--- src/rtl/adc_sample_averager.sv ---
// adc_sample_averager: averages non-overlapping windows of 2^LOG2_AVG accepted
// ADC codes into a rounded result, flags windows containing a full-scale code,
// and queues results in a 2-entry valid/ready FIFO with a sticky overrun flag.
module adc_sample_averager #(
    parameter int DATA_W   = 8,
    parameter int LOG2_AVG = 4
) (
    input  logic              clk,
    input  logic              rst_n,
    input  logic [DATA_W-1:0] sample_in,
    input  logic              sample_valid,
    input  logic              out_ready,
    input  logic              clr_overrun,
    output logic [DATA_W-1:0] avg_out,
    output logic              avg_clip,
    output logic              avg_valid,
    output logic              overrun
);

    // Wide enough to hold 2^LOG2_AVG full-scale codes plus the rounding bias.
    localparam int ACC_W = DATA_W + LOG2_AVG;
    localparam logic [ACC_W-1:0] ROUND_K = ACC_W'(1) << (LOG2_AVG - 1);

    typedef struct packed {
        logic [DATA_W-1:0] data;
        logic              clip;
    } entry_t;

    // Window accumulation state
    logic [ACC_W-1:0]    acc_q, acc_d;
    logic [LOG2_AVG-1:0] cnt_q, cnt_d;
    logic                clip_q, clip_d;

    // FIFO state: slot0 is always the head, slot1 the second entry
    entry_t              slot0_q, slot0_d;
    entry_t              slot1_q, slot1_d;
    logic [1:0]          count_q, count_d;
    logic                overrun_q, overrun_d;

    logic                sample_full;
    logic                push;
    logic                pop;
    logic                drop;
    logic [ACC_W-1:0]    sum;
    entry_t              new_entry;

    assign sample_full = (sample_in == {DATA_W{1'b1}});
    assign push        = sample_valid && (cnt_q == {LOG2_AVG{1'b1}});
    assign pop         = (count_q != 2'd0) && out_ready;
    assign sum         = acc_q + ACC_W'(sample_in);

    // Rounded window average: add half an LSB of the result, then drop LOG2_AVG bits.
    assign new_entry.data = DATA_W'((sum + ROUND_K) >> LOG2_AVG);
    assign new_entry.clip = clip_q | sample_full;

    // Accumulator, sample counter and clip tracker advance on accepted samples only.
    always_comb begin
        // NOTE: every always_comb output gets a default first so no path leaves it unassigned, which would infer a latch.
        acc_d  = acc_q;
        cnt_d  = cnt_q;
        clip_d = clip_q;
        if (push) begin
            acc_d  = '0;
            cnt_d  = '0;
            clip_d = 1'b0;
        end else if (sample_valid) begin
            acc_d  = sum;
            cnt_d  = cnt_q + LOG2_AVG'(1);
            clip_d = clip_q | sample_full;
        end
    end

    // FIFO next state: shift on pop, append on push, drop when full without a pop.
    always_comb begin
        slot0_d   = slot0_q;
        slot1_d   = slot1_q;
        count_d   = count_q;
        drop      = 1'b0;
        unique case ({push, pop})
            2'b11: begin
                if (count_q == 2'd1) begin
                    slot0_d = new_entry;
                end else begin
                    slot0_d = slot1_q;
                    slot1_d = new_entry;
                end
            end
            2'b01: begin
                slot0_d = slot1_q;
                count_d = count_q - 2'd1;
            end
            2'b10: begin
                if (count_q == 2'd0) begin
                    slot0_d = new_entry;
                    count_d = 2'd1;
                end else if (count_q == 2'd1) begin
                    slot1_d = new_entry;
                    count_d = 2'd2;
                end else begin
                    drop = 1'b1;
                end
            end
            default: ;
        endcase
        // A drop on the same edge as a clear wins so the loss is never hidden.
        overrun_d = overrun_q;
        if (drop) begin
            overrun_d = 1'b1;
        end else if (clr_overrun) begin
            overrun_d = 1'b0;
        end
    end

    // State registers with asynchronous active-low reset.
    always_ff @(posedge clk or negedge rst_n) begin
        if (!rst_n) begin
            acc_q     <= '0;
            cnt_q     <= '0;
            clip_q    <= 1'b0;
            // NOTE: the FIFO slots are reset too, because slot0 drives avg_out/avg_clip directly and they must read 0 out of reset.
            slot0_q   <= '0;
            slot1_q   <= '0;
            count_q   <= 2'd0;
            overrun_q <= 1'b0;
        end else begin
            // NOTE: non-blocking assignments here so every register samples the pre-edge values of the others.
            acc_q     <= acc_d;
            cnt_q     <= cnt_d;
            clip_q    <= clip_d;
            slot0_q   <= slot0_d;
            slot1_q   <= slot1_d;
            count_q   <= count_d;
            overrun_q <= overrun_d;
        end
    end

    assign avg_out   = slot0_q.data;
    assign avg_clip  = slot0_q.clip;
    assign avg_valid = (count_q != 2'd0);
    assign overrun   = overrun_q;

endmodule

--- config.mk ---
export PLATFORM = sky130hd
export DESIGN_NAME = adc_sample_averager
export DESIGN_NICKNAME = d
export VERILOG_FILES = /design/src/rtl/adc_sample_averager.sv
export SDC_FILE = /design/constraint.sdc
export NUM_CORES = 1
export LEC_CHECK = 0
export CAP_MARGIN = 25
export CORE_ASPECT_RATIO = 1.2
export CORE_MARGIN = 5
export CORE_UTILIZATION = 57
export DETAILED_ROUTE_END_ITERATION = 12
export GPL_ROUTABILITY_DRIVEN = 0
export PLACE_DENSITY = 0.86
export SKIP_LAST_GASP = 1
export SLEW_MARGIN = 20
export SYNTH_ARGS = -nofsm -noshare
export SYNTH_HDL_FRONTEND = slang
export SYNTH_SLANG_ARGS = --single-unit
--- constraint.sdc ---
create_clock -name clk -period 3.68 [get_ports clk]
set_input_delay 0.736 -clock clk [delete_from_list [all_inputs] [get_ports clk]]
set_output_delay 0.736 -clock clk [all_outputs]
set_load 0.05 [all_outputs]
# Yosys cells after proc, flatten, opt, wreduce, memory -nomap -nowiden
# Cells that the tools add are included.
# op_classes
n_eq_ne	10
addsub	4
mux	20
n_bitwise	1
reduce_logical	12
# op_table
cell	count
two-way mux 9 bit	4
one-hot mux 9 bit (3 select lines)	1
two-way mux 12 bit	2
one-hot mux 9 bit (2 select lines)	1
adder 12 x 4 -> 12 bit (second input constant)	1
adder 12 x 8 -> 12 bit	1
nonzero test 2 bit	5
== test 8 bit (second input constant)	1
two-way mux 4 bit	2
two-way mux 1 bit	7
inequality test 2 bit (second input constant)	3
adder 4 x 1 -> 4 bit (second input constant)	1
== test 2 x 1 -> 1 bit (second input constant)	2
== test 2 bit (second input constant)	2
== test 4 bit (second input constant)	1
two-way mux 2 bit	2
one-hot mux 2 bit (2 select lines)	1
AND reduction 2 bit	2
inequality test 3 bit (second input constant)	1
AND reduction 3 bit	1
nonzero test 3 bit	1
logical AND 1 bit	2
zero test 2 bit	1
subtractor 2 x 1 -> 2 bit (second input constant)	1
bitwise OR 1 bit	1
# word_totals
out_inout_bits	11
elab_cells	56
reg_bits	38

# Longest topological paths before layout
# Gate-level depths: netlist (run 1).
# depth
ltp_word	5
mapped_depth	12

# Worst setup path before layout (run 1)
# No wires, ideal clock.
# synth_timing
kind	in2reg
startpoint	in sample_in[0]
endpoint	reg slot0_q (netlist bit avg_out[5])
arrival_ns	3.358
setup_time_ns	0.132
path_slack_ns	0.190
n_path_buf	1
stages	12
path_cell_list	ha_1 -> fa_1 -> a21o_1 -> a21oi_1 -> xnor2_1 -> ha_1 -> inv_1 -> or3_1 -> buf_2 -> or4_4 -> a32oi_1 -> o21ai_1
# synth_between
elab_chain_len	4
elab_cells_between_ends	5
# synth_lines
item	line	rtl
from (decl)	10	input logic [DATA_W-1:0] sample_in,
adder 12 x 8 -> 12 bit (*)	50	assign sum = acc_q + ACC_W'(sample_in);
adder 12 x 4 -> 12 bit (*)	53	assign new_entry.data = DATA_W'((sum + ROUND_K) >> LOG2_AVG);
two-way mux 9 bit (on tied branches)	93, 81	
one-hot mux 9 bit (3 select lines) (*)	79	unique case ({push, pop})
to (signal assigned)	130	slot0_q <= slot0_d;
to (decl)	35	entry_t slot0_q, slot0_d;
# Mark *: on every way between the ends. The rest lies on a longest branch, timed or not. The select of a mux whose other input is x is not followed.
# A chain may end at the register's enable or synchronous reset.

# Worst setup path in the final report (run 1)
# Same ends and word-level chain as after synthesis.

==> results of run 1 <==
## through the flow
| stage | setup WS (ps) | cells |
|---|---|---|
| detailed placement | -224.5 | 357 |
| floorplan | 189.8 | 271 |
| global route | -99.52 | 366 |
| CTS | 89.75 | 365 |
| finish | 41.61 | 366 |
| global placement | -119.8 | 357 |
## repair_timing
item / CTS / global route
buffers inserted: 0 / 1
endpoints found under the setup margin: 0 / 5
resized for setup: 0 / 5
## how the worst max path moves through the flow
stage | startpoint | endpoint | slack [ps]
2_1_floorplan | sample_in[0] | avg_out[5] | 190
3_3_place_gp | sample_in[0] | avg_out[5] | -120
3_5_place_dp | sample_in[0] | avg_out[5] | -220
4_1_cts | sample_in[0] | avg_out[5] | 90
5_1_grt | sample_in[0] | avg_out[7] | -100
6_report | sample_in[0] | avg_out[5] | 40
## critical path, delay by kind of cell
kind | cells | cell delay [ps]
AO/OA/AOI/OAI | 4 | 700
XOR/XNOR | 1 | 190
adder cells (fa/ha/maj) | 3 | 880
buffers and inverters | 2 | 480
AND/OR/NAND/NOR | 2 | 830
## layer usage
metal | wire length, um | global-route usage | part of all wire | up-vias
met5 | 0 | 0 | 0 | -
met4 | 109 | 0.06897 | 0.018 | 0
met3 | 256 | 0.03874 | 0.043 | 13
met2 | 2988 | 0.3811 | 0.50 | 65
met1 | 2563 | 0.2477 | 0.43 | 1061
li1 | - | - | - | 1076
## synthesized netlist by cell type (all sizes together), types with 6 or more instances
master	instances
nand4	6
dfrtp	38
a21oi	12
inv	24
o22ai	7
mux2	7
nor2	12
nand2	19
xor2	6
a211oi	7
nand3	9
ha	15
a221oi	6
xnor2	9
o21ai	23
clkbuf	8
## sequential cells by signal (all words and copies together), names as in the netlist
register  flops
slot1_q       9
avg_clip      1
overrun       1
count_q       2
acc_q        12
clip_q        1
cnt_q         4
avg_out       8
## cells by family (layout without fill, tap and decap cells)
| kind of cell | count (synthesis) | in the layout | share of synthesized area |
|---|---|---|---|
| buffers and inverters | 37 | 76 | 0.05915 |
| adders and majority gates | 16 | 16 | 0.08321 |
| muxes | 11 | 11 | 0.04762 |
| xor gates and xnor gates | 15 | 15 | 0.05263 |
| DFF | 38 | 38 | 0.3810 |
| and+or+nand+nor | 67 | 67 | 0.1368 |
| AOI/OAI and AO/OA | 87 | 87 | 0.2396 |
## power by group
group | internal [mW] | switching (mW) | leakage, nW | total (mW)
Sequential | 0.581 | 0.131 | 0.470 | 0.713
Clock | 0.272 | 0.162 | 0.0683 | 0.434
Combinational | 0.792 | 1.05 | 0.807 | 1.84
Total | 1.64 | 1.34 | 1.35 | 2.99
## final cells by class
| type | count | area [sq um] | area share |
|---|---|---|---|
| clock buffer | 5 | 68.82 | 0.02250 |
| timing repair buffer | 44 | 382.9 | 0.1252 |
| tap | 56 | 70.07 | 0.02291 |
| clock inverter | 3 | 68.82 | 0.02250 |
| multi-input combinational | 196 | 1426 | 0.4664 |
| sequential | 38 | 950.9 | 0.3110 |
| inverter | 24 | 90.09 | 0.02946 |
==> impl_metrics.env, run 1 <==
export IMPL_status="finished clean"
export IMPL_drive_above_1_share=0.1516
export IMPL_maxCapViolCount=0
export IMPL_cts_path_max_buffers=2
export IMPL_power_density_nw_per_um2=977.6
export IMPL_wire_per_inst_um=16.17
export IMPL_final_cell_area_sq_um=3058
export IMPL_rrSetupSlack_ps=550
export IMPL_seq_area_frac_synth=0.3810
export IMPL_antenna_found_initial=0
export IMPL_grt_max_degree=39
export IMPL_finalSetupViolCount=0
export IMPL_finClkSkew_ps=14.79
export IMPL_yosysUniqueCellTypes=52
export IMPL_numPortBuffers=23
export IMPL_synth_edf_count=0
export IMPL_cpPeakStageDelay_ps=430
export IMPL_grt_pass1_vias=2155
export IMPL_crit_type="in -> reg"
export IMPL_core_rowCount=26
export IMPL_maxSlewViolCount=0
export IMPL_worst_r2r_cell_count=11
export IMPL_cts_root_buffer="clkbuf_8"
export IMPL_clk_latency_ps=300
export IMPL_die_area_sq_um=5808
export IMPL_holdPathEnd="avg_out[2]"
export IMPL_syn2layout_area_growth_pct=22.51
export IMPL_p_leak_nw=1.345
export IMPL_r2r_start="acc_q[0]"
export IMPL_maxSlewHeadroom=0.4316
export IMPL_async_flop_share=1.000
export IMPL_initial_utilization=0.5857
export IMPL_power_mw=2.990
export IMPL_cts_buffers=5
export IMPL_ioPinCount=24
export IMPL_grt_util_all_layers=0.2085
export IMPL_ir_drop_mv=0.4952
export IMPL_holdWs_ps=480.0
export IMPL_num_fill_cells=319
export IMPL_first_iter_violations=144
export IMPL_ant_nets=0
export IMPL_synth_area_sq_um=2496
export IMPL_worst_slew_pin_slew_ps=852.7
export IMPL_ys_flop_type="dfrtp_1"
export IMPL_period_share=0.9887
export IMPL_via_per_inst=6.052
export IMPL_regToRegEndpoint="avg_out[5]"
export IMPL_fin_tns_setup_ps=0
export IMPL_dpl_cell_area_sq_um=2884
export IMPL_yosys_area_top_type="dfrtp_1"
export IMPL_clkSlewWorstSetupHoldPaths_ps=90
export IMPL_cts_tree="built"
export IMPL_cp_max_fo=4
export IMPL_nets=338
export IMPL_cts_sinks=38
export IMPL_grt_overflow=0
export IMPL_synth_top_area_share=0.3810
export IMPL_hold_path_class="reg -> reg"
export IMPL_fin_crit_ps=3638
export IMPL_final_util=0.7176
export IMPL_routed_wl_mm=5.918
export IMPL_dr_pass1_iters=5
export IMPL_endpoint_kind="flop"
export IMPL_cp_required_ps=3860
export IMPL_final_common_cell="dfrtp_1"
export IMPL_drc=0
export IMPL_yosys_top_cells_area="dfrtp_1 38%, ha_1 7.5%, o21ai_0 4.0%"
export IMPL_dp_hpwl_mm=4.063
export IMPL_dr_total_vias=2215
export IMPL_critPathLaunchType="input port"
export IMPL_synthesis_nets=300
export IMPL_syn_inst=271
export IMPL_finalHoldViolCount=0
export IMPL_diodes=0
export IMPL_mostFrequentLayoutCells="38 x dfrtp_1, 24 x inv_1, 22 x clkdlybuf4s50_1"
export IMPL_synth_seq_cells=38
export IMPL_yosys_warnings=0
export IMPL_hold_depth=2
export IMPL_postCtsHoldBufs=0
export IMPL_coreArea_sq_um=4262
export IMPL_critPathArrivalTime_ps=3820
export IMPL_die_height_um=82.49
export IMPL_avgSynthCellArea_sq_um=9.211
export IMPL_htree_levels=2
export IMPL_fmax_mhz=274.8
export IMPL_critPathSlowestCell="clkdlybuf4s50_1"
export IMPL_die_w_um=70.41
export IMPL_grt_pass1_wl_mm=9.584
export IMPL_crit_chain="clkdlybuf4s50_1, ha_1, fa_1, a21o_1, a21oi_2, xnor2_1, ha_2, inv_1, or3_4, or4_4, a32oi_1, o21ai_1"
export IMPL_worstHoldStart="avg_out[2]"
Power figures use the tool's default switching activity.
==> inputs of run 2 (changes only) <==
--- a/config.mk
+++ b/config.mk
@@ -5,13 +5,15 @@
 export SDC_FILE = /design/constraint.sdc
 export NUM_CORES = 1
 export LEC_CHECK = 0
+export ABC_CLOCK_PERIOD_IN_PS = 3680
 export CAP_MARGIN = 25
 export CORE_ASPECT_RATIO = 1.2
 export CORE_MARGIN = 5
-export CORE_UTILIZATION = 57
+export CORE_UTILIZATION = 59
+export CTS_BUF_LIST = sky130_fd_sc_hd__clkbuf_2
 export DETAILED_ROUTE_END_ITERATION = 12
 export GPL_ROUTABILITY_DRIVEN = 0
-export PLACE_DENSITY = 0.86
+export PLACE_DENSITY = 0.88
 export SKIP_LAST_GASP = 1
 export SLEW_MARGIN = 20
 export SYNTH_ARGS = -nofsm -noshare
==> run 2 against run 1 <==
First-iteration DRC count up 55%; global-route usage up 2.2 points; maximum frequency up 3.8%; clock power down 41%; routed wire length about the same; setup slack better by 130 ps; non-clock buffer count unchanged; final area down 3.1%; sequential share of layout area up 1.0 points.
==> impl_metrics.env, run 2 (same netlist as run 1, synthesis figures left out) <==
export IMPL_drc=0
export IMPL_grt_pass1_vias=2370
export IMPL_cts_path_max_buffers=2
export IMPL_cts_buffers=5
export IMPL_maxSlewViolCount=0
export IMPL_grt_pass1_wl_mm=10.55
export IMPL_pwr_share_seq=0.260
export IMPL_diodes=0
export IMPL_routed_wl_mm=5.914
export IMPL_period_share=0.9523
export IMPL_dp_hpwl_mm=4.438
export IMPL_worst_slew_pin_slew_ps=869.3
export IMPL_clkSlewWorstSetupHoldPaths_ps=210
export IMPL_final_common_cell="dfrtp_1"
export IMPL_cts_root_buffer="clkbuf_2"
export IMPL_power_mw=2.756
export IMPL_first_iter_violations=223
export IMPL_numPortBuffers=23
export IMPL_cpPeakStageDelay_ps=440
export IMPL_cts_tree="built"
export IMPL_dr_pass1_iters=5
export IMPL_combPwrFrac=0.647
export IMPL_core_rowCount=26
export IMPL_power_density_nw_per_um2=930.3
export IMPL_via_per_inst=6.169
export IMPL_finClkSkew_ps=24.26
export IMPL_critical_path_buf_inv_count=2
export IMPL_fin_cells=366
export IMPL_swShare=0.4692
export IMPL_maxCapViolCount=0
export IMPL_die_w_um=69.38
export IMPL_p_sw_mw=1.293
export IMPL_status="finished clean"
export IMPL_grt_max_degree=39
export IMPL_wire_per_inst_um=16.16
export IMPL_clk_latency_ps=400
export IMPL_crit_chain="clkdlybuf4s50_1, ha_1, fa_1, a21o_1, a21oi_1, xnor2_1, ha_1, inv_1, or3_1, o311a_1, o32ai_1, a21oi_1"
export IMPL_coreArea_sq_um=4164
export IMPL_p_clk_frac=0.093
export IMPL_ir_drop_mv=0.5517
export IMPL_die_height_um=81.25
export IMPL_postCtsHoldBufs=0
export IMPL_mostFrequentLayoutCells="38 x dfrtp_1, 24 x inv_1, 22 x clkdlybuf4s50_1"
export IMPL_crit_type="in -> reg"
export IMPL_grt_util_all_layers=0.2310
export IMPL_syn2layout_area_growth_pct=18.70
export IMPL_finalSetupViolCount=0
export IMPL_fin_ws_ps=175.4
export IMPL_crit_family="compound AO/OA/AOI/OAI gates"
export IMPL_postCtsResizedCells=0
export IMPL_drive_above_1_share=0.1419
export IMPL_cts_setup_buffers=0
export IMPL_maxSlewHeadroom=0.4205
export IMPL_htree_levels=2
export IMPL_fmax_mhz=285.3
export IMPL_nets=338
export IMPL_finalHoldViolCount=0
export IMPL_fin_crit_ps=3505
export IMPL_largest_reg_flops=12
export IMPL_ant_nets=0
export IMPL_p_int_mw=1.463
export IMPL_endpoint_kind="flop"
export IMPL_critPathSlowestCell="or3_1"
export IMPL_antenna_found_initial=0
export IMPL_cp_max_fo=4
export IMPL_cp_required_ps=3970
export IMPL_largest_register="acc_q"
export IMPL_critPathLaunchType="input port"
export IMPL_dpl_cell_area_sq_um=2892
export IMPL_initial_utilization=0.5995
export IMPL_critPathArrivalTime_ps=3800
export IMPL_dp_cells=358
export IMPL_place_ws_ps=-220.9
export IMPL_die_area_sq_um=5637
export IMPL_p_leak_nw=1.317
export IMPL_cts_sinks=38
export IMPL_ioPinCount=24
export IMPL_hold_path_class="in -> async"
export IMPL_grt_overflow=0
export IMPL_dr_total_vias=2258
export IMPL_final_cell_area_sq_um=2963
export IMPL_rsz0062_at_grt="no"
[run 2: metal layers]
layer  GRT usage  part of all wire  wire length, um  vias to the layer above
li1            -                 -                -                     1073
met1      0.2457              0.40             2388                     1118
met2      0.4494              0.54             3181                       60
met3     0.04827             0.046              275                        7
met4     0.08398             0.012               69                        0
met5           0                 0                0                        -
[run 2: cell type report]
type / count / area [sq um]
Sequential cell: 38 / 950.9
Fill cell: 357 / 1201
Inverter: 24 / 90.09
Timing Repair Buffer: 44 / 382.9
Multi-Input combinational cell: 196 / 1404
Clock buffer: 5 / 25.02
Clock inverter: 3 / 40.04
Tap cell: 56 / 70.07
[run 2: worst reg2reg max path, delay by kind of cell (launching register included)]
kind                       cells  cell delay (ps)
buffers and inverters          1               40
AOI/OAI and AO/OA              5             1130
and+or+nand+nor                1              440
DFF                            1              420
xor gates and xnor gates       1              170
adders and majority gates      3              820
[run 2: power by group through the flow]
| stage | registers, mW | logic [mW] | clock network (mW) |
|---|---|---|---|
| after floorplan | 0.826 | 1.06 | 0 |
| after global placement | 0.715 | 1.69 | 0 |
| after detailed placement | 0.722 | 1.76 | 0 |
| after CTS | 0.713 | 1.77 | 0.261 |
| after global routing | 0.741 | 1.96 | 0.283 |
| final | 0.716 | 1.78 | 0.255 |
[run 2: through the flow]
stage	setup TNS, ps	util	hold WS, ps
after floorplan	0	-	440.4
final	0	0.7115	408.4
after global routing	0	0.7115	444.0
after global placement	-661.9	0.6944	460.8
after detailed placement	-1100	0.6944	470.6
after CTS	0	0.7100	423.0
[run 2: worst paths after layout]
path / from / endpoint / slack (ps) / cells past startpoint
setup reg to reg: acc_q[0] / avg_out[7] / 560 / 11
hold reg to reg: avg_clip / avg_clip / 510 / 1
max in group asynchronous: rst_n / cnt_q[0] / 2710 / 1
min in group clk: avg_clip / avg_clip / 510 / 1
setup / recovery: sample_in[0] / avg_out[7] / 180 / 12
hold / removal: rst_n / avg_clip / 410 / 1
==> inputs of run 3 (changes only) <==
--- a/config.mk
+++ b/config.mk
@@ -13,7 +13,8 @@
 export CTS_BUF_LIST = sky130_fd_sc_hd__clkbuf_2
 export DETAILED_ROUTE_END_ITERATION = 12
 export GPL_ROUTABILITY_DRIVEN = 0
-export PLACE_DENSITY = 0.88
+export PLACE_DENSITY = 0.86
+export RECOVER_POWER = 50
 export SKIP_LAST_GASP = 1
 export SLEW_MARGIN = 20
 export SYNTH_ARGS = -nofsm -noshare
==> run 3 against run 2 <==
The run now ends with capacitance limit, slew limit left; non-clock buffer count is 2 lower; routed wire length is 2.1% lower; combinational power is 2% lower; sequential share of layout area is 0.11 points higher; largest cell class unchanged; largest power group unchanged.
==> impl_metrics.env, run 3 (same netlist as run 1, synthesis figures left out) <==
export IMPL_status="complete, but fails checks"
export IMPL_violations="capacitance limit, slew limit"
export IMPL_hold_depth=2
export IMPL_pwr_share_seq=0.263
export IMPL_maxSlewViolCount=39
export IMPL_num_fill_cells=335
export IMPL_finClkSkew_ps=24.14
export IMPL_via_per_inst=6.157
export IMPL_numPortBuffers=23
export IMPL_ioPinCount=24
export IMPL_maxSlewHeadroom=-0.3517
export IMPL_hold_path_class="reg -> reg"
export IMPL_clk_latency_ps=410
export IMPL_cts_path_max_buffers=2
export IMPL_cts_setup_buffers=0
export IMPL_nets=336
export IMPL_dp_hpwl_mm=4.272
export IMPL_cts_root_buffer="clkbuf_2"
export IMPL_finalSetupViolCount=0
export IMPL_multi_input_area_sq_um=1414
export IMPL_antenna_found_initial=0
export IMPL_combPwrFrac=0.642
export IMPL_postCtsHoldBufs=0
export IMPL_first_iter_violations=170
export IMPL_fin_crit_ps=3556
export IMPL_die_area_sq_um=5637
export IMPL_r2r_start="acc_q[0]"
export IMPL_critPathArrivalTime_ps=3880
export IMPL_ir_drop_mv=0.5438
export IMPL_holdWs_ps=500.5
export IMPL_diodes=0
export IMPL_core_rowCount=26
export IMPL_grt_max_degree=39
export IMPL_routed_wl_mm=5.792
export IMPL_critPathLaunchType="input port"
export IMPL_grt_overflow=0
export IMPL_drc=0
export IMPL_regToRegEndpoint="avg_out[5]"
export IMPL_coreArea_sq_um=4164
export IMPL_maxCapViolCount=1
export IMPL_cts_buffers=5
export IMPL_worstHoldStart="avg_out[2]"
export IMPL_final_util=0.7091
export IMPL_worst_r2r_cell_count=11
export IMPL_clkSlewWorstSetupHoldPaths_ps=210
export IMPL_grt_pass1_wl_mm=9.860
export IMPL_rsz0062_at_grt="yes"
export IMPL_worst_slew_pin_slew_ps=2028
export IMPL_cp_max_fo=4
export IMPL_period_share=0.9663
export IMPL_p_int_mw=1.429
export IMPL_cts_tree="built"
export IMPL_dr_total_vias=2241
export IMPL_holdPathEnd="avg_out[2]"
export IMPL_fmax_mhz=281.2
export IMPL_seqCellArea_sq_um=950.9
export IMPL_cts_sinks=38
export IMPL_dr_pass1_iters=4
export IMPL_grt_pass1_vias=2224
export IMPL_dpl_cell_area_sq_um=2877
export IMPL_power_density_nw_per_um2=918.5
export IMPL_drive_above_1_share=0.1364
export IMPL_crit_type="in -> reg"
export IMPL_p_sw_mw=1.283
export IMPL_swShare=0.4731
export IMPL_syn2layout_area_growth_pct=18.30
export IMPL_largest_register="acc_q"
export IMPL_rrSetupSlack_ps=490
export IMPL_mostFrequentLayoutCells="38 x dfrtp_1, 24 x inv_1, 21 x clkdlybuf4s50_1"
export IMPL_die_w_um=69.38
export IMPL_initial_utilization=0.5995
export IMPL_finalHoldViolCount=0
export IMPL_p_clk_frac=0.095
export IMPL_largest_reg_flops=12
export IMPL_final_cell_area_sq_um=2953
export IMPL_cp_required_ps=4000
export IMPL_p_leak_nw=1.301
export IMPL_endpoint_kind="flop"
export IMPL_postCtsResizedCells=0
export IMPL_htree_levels=2
export IMPL_grt_util_all_layers=0.2164
export IMPL_die_height_um=81.25
export IMPL_ant_nets=0
export IMPL_wire_per_inst_um=15.91
export IMPL_final_common_cell="dfrtp_1"
## run 3: cell type report
type / count / area share
Timing Repair Buffer: 42 / 0.1229
Sequential cell: 38 / 0.3220
Inverter: 24 / 0.03051
Tap cell: 56 / 0.02373
Clock inverter: 3 / 0.01356
Clock buffer: 5 / 0.008475
Multi-Input combinational cell: 196 / 0.4788
## run 3: worst max-delay path by stage
stage               cells after the start    endpoint    startpoint  slack, ps
floorplan                              12  avg_out[5]  sample_in[0]        190
global placement                       12  avg_out[5]  sample_in[0]       -160
detailed placement                     12  avg_out[5]  sample_in[0]       -290
CTS                                    12  avg_out[7]  sample_in[0]        150
global route                           13  avg_out[5]  sample_in[0]          2
finish                                 12  avg_out[5]  sample_in[0]        120
## run 3: power groups by stage
stage                     Sequential [mW]  Combinational [mW]  Clock [mW]
after floorplan                     0.826                1.06           0
after global placement              0.713                1.65           0
after detailed placement            0.723                1.70           0
after CTS                           0.712                1.71       0.262
after global routing                0.740                1.91       0.282
final                               0.714                1.74       0.258
## run 3: metal layers
layer	wire length, um	share of wire	global-route usage
met5	0	0	0
met4	113	0.020	0.08789
met3	280	0.048	0.04703
met2	3002	0.52	0.4151
met1	2396	0.41	0.2304
## run 3: metrics by stage
| step | std cells | setup TNS (ps) | setup WS [ps] | power [mW] |
|---|---|---|---|---|
| 2_1_floorplan | 271 | 0 | 189.8 | 1.884 |
| 3_3_place_gp | 356 | -746.4 | -164.3 | 2.364 |
| 3_5_place_dp | 356 | -1358 | -289.2 | 2.425 |
| 4_1_cts | 364 | 0 | 152.8 | 2.685 |
| 5_1_grt | 364 | 0 | 1.699 | 2.936 |
| 6_report | 364 | 0 | 123.9 | 2.712 |
## run 3: critical path, stage by stage
cell             delay, ps
clkdlybuf4s50_1        420
ha_1                   230
fa_1                   410
a21o_1                 220
a21oi_1                180
xnor2_1                180
ha_2                   240
inv_1                   40
or3_1                  440
or4_4                  440
a32oi_1                230
o21ai_1                 90
